$ cat config.mk
export PLATFORM = sky130hd
export DESIGN_NAME = babbage_sweep_ctrl
export DESIGN_NICKNAME = d
export VERILOG_FILES = /design/src/rtl/babbage_sweep_ctrl.sv
export SDC_FILE = /design/constraint.sdc
export NUM_CORES = 1
export LEC_CHECK = 0
export BUFFER_PORTS_ARGS = -buffer_cell sky130_fd_sc_hd__buf_2
export CAP_MARGIN = 0
export CELL_PAD_IN_SITES_DETAIL_PLACEMENT = 1
export CELL_PAD_IN_SITES_GLOBAL_PLACEMENT = 1
export CORE_UTILIZATION = 50
export DETAILED_ROUTE_END_ITERATION = 16
export GPL_TIMING_DRIVEN = 0
export PLACE_DENSITY = 0.78
export SLEW_MARGIN = 20
export SYNTH_ARGS = -nofsm -noshare
export SYNTH_HDL_FRONTEND = slang
export SYNTH_SLANG_ARGS = --single-unit
$ cat constraint.sdc
create_clock -name clk -period 8 [get_ports clk]
set_input_delay 1.6 -clock clk [delete_from_list [all_inputs] [get_ports clk]]
set_output_delay 1.6 -clock clk [all_outputs]
set_load 0.1 [all_outputs]
$ cat src/rtl/babbage_sweep_ctrl.sv
// babbage_sweep_ctrl: host-driven n-sweep sequencer for babbage_top.
// It issues one evaluation at a time and buffers each (n, result) pair in a
// first-word-fall-through FIFO that drains over a valid/ready stream.
// Optional watchdog abort: define BABBAGE_SWEEP_WDOG_EN.
module babbage_sweep_ctrl #(
  parameter int unsigned W           = 32,
  parameter int unsigned NW          = 7,
  parameter int unsigned FIFO_DEPTH  = 8,
  parameter int unsigned WDOG_CYCLES = 1023
) (
  input  logic          clk,
  input  logic          reset,
  input  logic          sweep_go,
  input  logic [NW-1:0] n_first,
  input  logic [NW:0]   n_count,
  output logic          busy,
  output logic          sweep_done_tick,
  output logic          err,
  output logic          eng_start,
  output logic [NW-1:0] eng_n,
  input  logic          eng_ready,
  input  logic [W-1:0]  eng_result,
  input  logic          eng_done_tick,
  output logic          res_valid,
  input  logic          res_ready,
  output logic [W-1:0]  res_data,
  output logic [NW-1:0] res_n
);

  localparam int unsigned AW  = $clog2(FIFO_DEPTH);
  localparam int unsigned CW  = $clog2(FIFO_DEPTH) + 1;
  localparam int unsigned NCW = NW + 1;

  typedef enum logic [1:0] {S_IDLE, S_ISSUE, S_WAIT, S_FINISH} state_t;

  state_t          state, state_nxt;
  logic [NCW-1:0]  cnt_q;
  logic [NCW-1:0]  issued;
  logic            accept;
  logic            push;
  logic            pop;
  logic            start_ok;
  logic            last_eval;
  logic            timeout;

  logic [W-1:0]    mem_d [FIFO_DEPTH];
  logic [NW-1:0]   mem_n [FIFO_DEPTH];
  logic [AW-1:0]   wr_ptr, rd_ptr;
  logic [CW-1:0]   fifo_count;
  logic [CW-1:0]   count_nxt;
  logic [AW-1:0]   head_idx;
  logic            head_from_push;

  // Issue only when the engine is ready and a FIFO slot is guaranteed for the result
  assign start_ok  = eng_ready && (fifo_count < CW'(FIFO_DEPTH));
  assign last_eval = (issued == cnt_q);

`ifdef BABBAGE_SWEEP_WDOG_EN
  localparam int unsigned WDW = $clog2(WDOG_CYCLES + 1);

  logic [WDW-1:0] wdog_cnt;
  logic           err_q;

  // Cycle counter for the outstanding evaluation; the start cycle counts as one
  always_ff @(posedge clk) begin
    if (reset) begin
      wdog_cnt <= '0;
    end else if (eng_start) begin
      wdog_cnt <= WDW'(1);
    end else if (state == S_WAIT) begin
      wdog_cnt <= wdog_cnt + WDW'(1);
    end
  end

  // Abort timed so err/FINISH follow and the done tick lands WDOG_CYCLES after start
  assign timeout = (state == S_WAIT) && !eng_done_tick &&
                   (wdog_cnt == WDW'(WDOG_CYCLES - 2));

  // Sticky abort flag, cleared by the next accepted command
  always_ff @(posedge clk) begin
    if (reset) begin
      err_q <= 1'b0;
    end else if (accept) begin
      err_q <= 1'b0;
    end else if (timeout) begin
      err_q <= 1'b1;
    end
  end

  assign err = err_q;
`else
  logic unused_wdog;

  assign unused_wdog = ^32'(WDOG_CYCLES);
  assign timeout     = 1'b0;
  assign err         = 1'b0;
`endif

  // State register
  always_ff @(posedge clk) begin
    if (reset) begin
      state <= S_IDLE;
    end else begin
      state <= state_nxt;
    end
  end

  // Next-state logic
  always_comb begin
    state_nxt = state;
    case (state)
      S_IDLE: begin
        if (sweep_go) begin
          state_nxt = (n_count == '0) ? S_FINISH : S_ISSUE;
        end
      end
      S_ISSUE: begin
        if (start_ok) begin
          state_nxt = S_WAIT;
        end
      end
      S_WAIT: begin
        if (eng_done_tick) begin
          state_nxt = last_eval ? S_FINISH : S_ISSUE;
        end else if (timeout) begin
          state_nxt = S_FINISH;
        end
      end
      S_FINISH: state_nxt = S_IDLE;
      default:  state_nxt = S_IDLE;
    endcase
  end

  // Per-state control strobes
  always_comb begin
    accept    = 1'b0;
    eng_start = 1'b0;
    push      = 1'b0;
    case (state)
      S_IDLE:  accept    = sweep_go;
      S_ISSUE: eng_start = start_ok;
      S_WAIT:  push      = eng_done_tick;
      default: ;
    endcase
  end

  // Sweep bookkeeping, engine n and status outputs
  always_ff @(posedge clk) begin
    if (reset) begin
      cnt_q           <= '0;
      issued          <= '0;
      eng_n           <= '0;
      busy            <= 1'b0;
      sweep_done_tick <= 1'b0;
    end else begin
      sweep_done_tick <= (state == S_FINISH);
      if (accept) begin
        cnt_q  <= n_count;
        issued <= '0;
        eng_n  <= n_first;
        busy   <= 1'b1;
      end
      if (state == S_FINISH) begin
        busy <= 1'b0;
      end
      if (eng_start) begin
        issued <= issued + NCW'(1);
      end
      // eng_n advances only after the result is captured, keeping it stable in WAIT
      if (push) begin
        eng_n <= eng_n + NW'(1);
      end
    end
  end

  assign pop            = res_valid && res_ready;
  assign count_nxt      = fifo_count + CW'(push) - CW'(pop);
  assign head_idx       = rd_ptr + AW'(pop);
  assign head_from_push = push && (fifo_count == CW'(pop));

  // FIFO storage write port
  always_ff @(posedge clk) begin
    if (push) begin
      mem_d[wr_ptr] <= eng_result;
      mem_n[wr_ptr] <= eng_n;
    end
  end

  // FIFO pointers and registered head-of-queue outputs
  always_ff @(posedge clk) begin
    if (reset) begin
      wr_ptr     <= '0;
      rd_ptr     <= '0;
      fifo_count <= '0;
      res_valid  <= 1'b0;
      res_data   <= '0;
      res_n      <= '0;
    end else begin
      wr_ptr     <= wr_ptr + AW'(push);
      rd_ptr     <= head_idx;
      fifo_count <= count_nxt;
      res_valid  <= (count_nxt != '0);
      if (head_from_push) begin
        res_data <= eng_result;
        res_n    <= eng_n;
      end else if (count_nxt != '0) begin
        res_data <= mem_d[head_idx];
        res_n    <= mem_n[head_idx];
      end
    end
  end

endmodule
==> flow_summary_export.csv <==
group,metric,value,unit
routing,vias,10210,
cells_and_area,multi_input_area,0.004115,mm²
floorplan,core,0.02995,mm²
power,p_sw,2.343,mW
power,seq_power_share,0.382,
power,pwr-share-clk,0.291,
timing,slew_headroom,0.3853,
timing,fin_hold_ws,0.4613,ns
synth,yosys.area.top_type,"edfxtp_1",
synth,synth_top_area_share,0.6094,
cells_and_area,nNetsFinal,1324,
floorplan,rows,63,
global_route,grtUsageTotal,0.2792,
clock_tree,insertion_delay,0.55,ns
cells_and_area,layout_common_cells,"312 x edfxtp_1, 188 x nand2_1, 121 x buf_2",
synth,synth-seq-area-share,0.7096,
timing,max_freq,212.1,MHz
global_route,antenna_found_initial,0,
clock_tree,cts_tree,"done",
synth,synth_area_per_cell,14.18,µm²
worst_setup_path,end_kind,"flop",
power,ir_drop,156.2,µV
worst_setup_path,path_common_cell,"inv_1",
routing,drc,0,
routing,wirelength,43260,µm
routing,ant_nets,0,
worst_setup_path,cpMaxStageDelayCell,"nor3_1",
floorplan,die_h,177.4,µm
clock_tree,cts_sinks,389,
global_route,first_global_vias,10940,
worst_hold_path,hold_path_class,"flop to flop",
clock_tree,postCtsSetupBuffers,0,
outcome,status,"completed",
synth,ys_warn_count,0,
clock_tree,htreeDepth,2,
power,p_int,3.874,mW
power,leakage,6.657,nW
cells_and_area,final_common_cell,"edfxtp_1",
worst_setup_path,path_max_fanout,10,
clock_tree,cts_root_buf,"clkbuf_16",
place,routabilityCongestion,0.7659,
clock_tree,cts_buffers,40,
synth,synthFlopType,"edfxtp_1",
worst_setup_path,path_class,"input pin to flop",
synth,ys_ff_latch,389,
clock_tree,cts-hold-fix-buffers,0,
synth,netlist_area,0.01537,mm²
place,dp_hpwl,27780,µm
cells_and_area,drive_above_1_share,0.1767,
timing,min_period,4.716,ns
clock_tree,clockBufferDepth,3,
routing,first_iter_violations,835,
timing,setup_violations,0,
floorplan,ios,104,
routing,via_per_inst,6.077,
global_route,gr-total-overflow,0,
synth,synthTopCellsByArea,"edfxtp_1 61%, dfxtp_1 10%, mux2i_1 5.2%, a32o_1 5.1%, nand2_1 4.6%",
floorplan,dieWidth,177.4,µm
cells_and_area,syn_to_final_growth,16.99,%
timing,hold_viol,0,
synth,synth-edff-count,312,
routing,wl_per_cell,25.75,µm
clock_tree,clkSlewWorstSetupHoldPaths,0.06,ns
worst_setup_path,crit_chain,"buf_2, nand2_1, inv_1, ha_1, inv_1, ha_1, inv_1, fa_1, xor2_1, nand3b_1, nor3_1, or3_4, clkbuf_1, o32ai_1",
cells_and_area,seq_area,0.01091,mm²
timing,worst_pin_slew,0.9220,ns
floorplan,initial_utilization,0.5133,
worst_setup_path,required,8.38,ns
worst_setup_path,arrival,5.09,ns
power,total_power,6.217,mW
global_route,grt_max_degree,22,
cells_and_area,fill_cells,2943,
cells_and_area,n_antenna_cell,0,
power,pwr-share-comb,0.327,
timing,timing.final.crit_share,0.5894,
timing,skew,0.02379,ns
synth,syn-instance-count,1084,
power,powerDensity,345.6,mW/mm²
clock_tree,cts_resized,0,
timing,rsz0062_at_grt,"no",
power,swShare,0.3768,
synth,synthesis.nets,1148,
synth,synth-async-reset-ratio,0,
global_route,grt_pass1_wl,64690,µm
job,maxCapViolCount,0,
worst_setup_path,max_stage_delay,0.62,ns
worst_setup_path,startpoint_type,"input pin",
routing,drt_pre_antenna_iters,6,
timing,finalMaxSlewViolations,0,
synth,yosysUniqueCellTypes,46,
place,io_buffers,101,
floorplan,die_area,0.03145,mm²
kinds of logic after synthesis:
kind of cell             count (synthesis)  share of synthesized area
AO/OA/AOI/OAI                          198                     0.1055
buffers and inverters                   86                    0.02588
adder cells (fa/ha/maj)                 11                   0.009440
flip-flops                             389                     0.7096
XOR/XNOR                                14                   0.008464
other                                    1                  0.0002439
AND/OR/NAND/NOR                        305                    0.08879
multiplexers                            80                    0.05208
power groups by stage:
stage	logic [mW]	clock network [mW]	registers [mW]
2_1_floorplan	0.896	0	2.96
3_3_place_gp	1.95	0	2.41
3_5_place_dp	2.01	0	2.42
4_1_cts	2.03	1.82	2.38
5_1_grt	2.13	1.89	2.38
6_report	2.03	1.81	2.38
worst max-delay path: cells and delay by family:
kind,cells,cell delay (ns)
AO/OA/AOI/OAI,1,0.23
XOR/XNOR,1,0.24
adder cells (fa/ha/maj),3,0.87
buffers and inverters,5,0.96
AND/OR/NAND/NOR,4,1.18
cells in the mapped netlist (2+ instances only):
cell / count
edfxtp_1: 312
nand2_1: 188
mux2i_1: 80
a32o_1: 78
dfxtp_1: 77
clkbuf_1: 47
a31oi_1: 40
and2_1: 40
o32ai_1: 39
nor2_1: 26
a21oi_1: 20
buf_2: 15
inv_1: 11
nor3_1: 11
ha_1: 10
nand3_1: 8
buf_4: 7
xor2_1: 7
nor2b_1: 6
xnor2_1: 6
and3_1: 5
o21ai_0: 5
buf_6: 4
nand3b_1: 4
nand4_1: 4
a22oi_1: 3
nand2b_1: 3
nor4_1: 3
a211o_1: 2
a32oi_1: 2
o21a_1: 2
o22ai_1: 2
o31ai_1: 2
or2_2: 2
or3_1: 2
per-stage QoR:
stage | setup slack (ns) | cells | TNS (ns) | utilization | instance area (µm²)
finish | 3.284 | 1680 | 0 | 0.6005 | 17990
detailed placement | 2.844 | 1608 | 0 | 0.5586 | 16730
global route | 3.135 | 1680 | 0 | 0.6005 | 17990
CTS | 3.330 | 1680 | 0 | 0.6005 | 17990
floorplan | 1.766 | 1084 | 0 | - | 15370
global placement | -2.622 | 1575 | -132.79 | 0.5464 | 16370
final timing paths:
check / from / endpoint / slack (ns) / cells after the start
max: res_ready / res_data[30] / 3.28 / 14
min: busy / busy / 0.46 / 2
max reg2reg: res_valid / res_data[30] / 4.08 / 13
min reg2reg: busy / busy / 0.46 / 2
cell type report:
cell class              instances  area share
clock inverters                11    0.005774
flip-flops and latches        389      0.6066
inverters                      12    0.002504
multi-input cells             609      0.2288
well taps                     390     0.02713
repair buffers                134     0.04563
clock buffers                  61     0.06400
plain buffers                  74     0.01962
state kept, by name, indices dropped and copies added (netlist names):
register	cells
wr_ptr	3
mem_n	56
cnt_q	8
sweep_done_tick	1
res_valid	1
mem_d	256
fifo_count	4
busy	1
res_data	32
issued	8
res_n	7
state	2
rd_ptr	3
eng_n	7
layer usage:
metal / GRT usage / part of all wire / vias to the layer above
met1: 0.3557 / 0.41 / 5233
met2: 0.4779 / 0.50 / 394
li1: - / - / 4507
met3: 0.05656 / 0.061 / 76
met5: 0 / 0 / -
met4: 0.08903 / 0.024 / 0
Note: power is estimated with default switching activity, not from simulation.
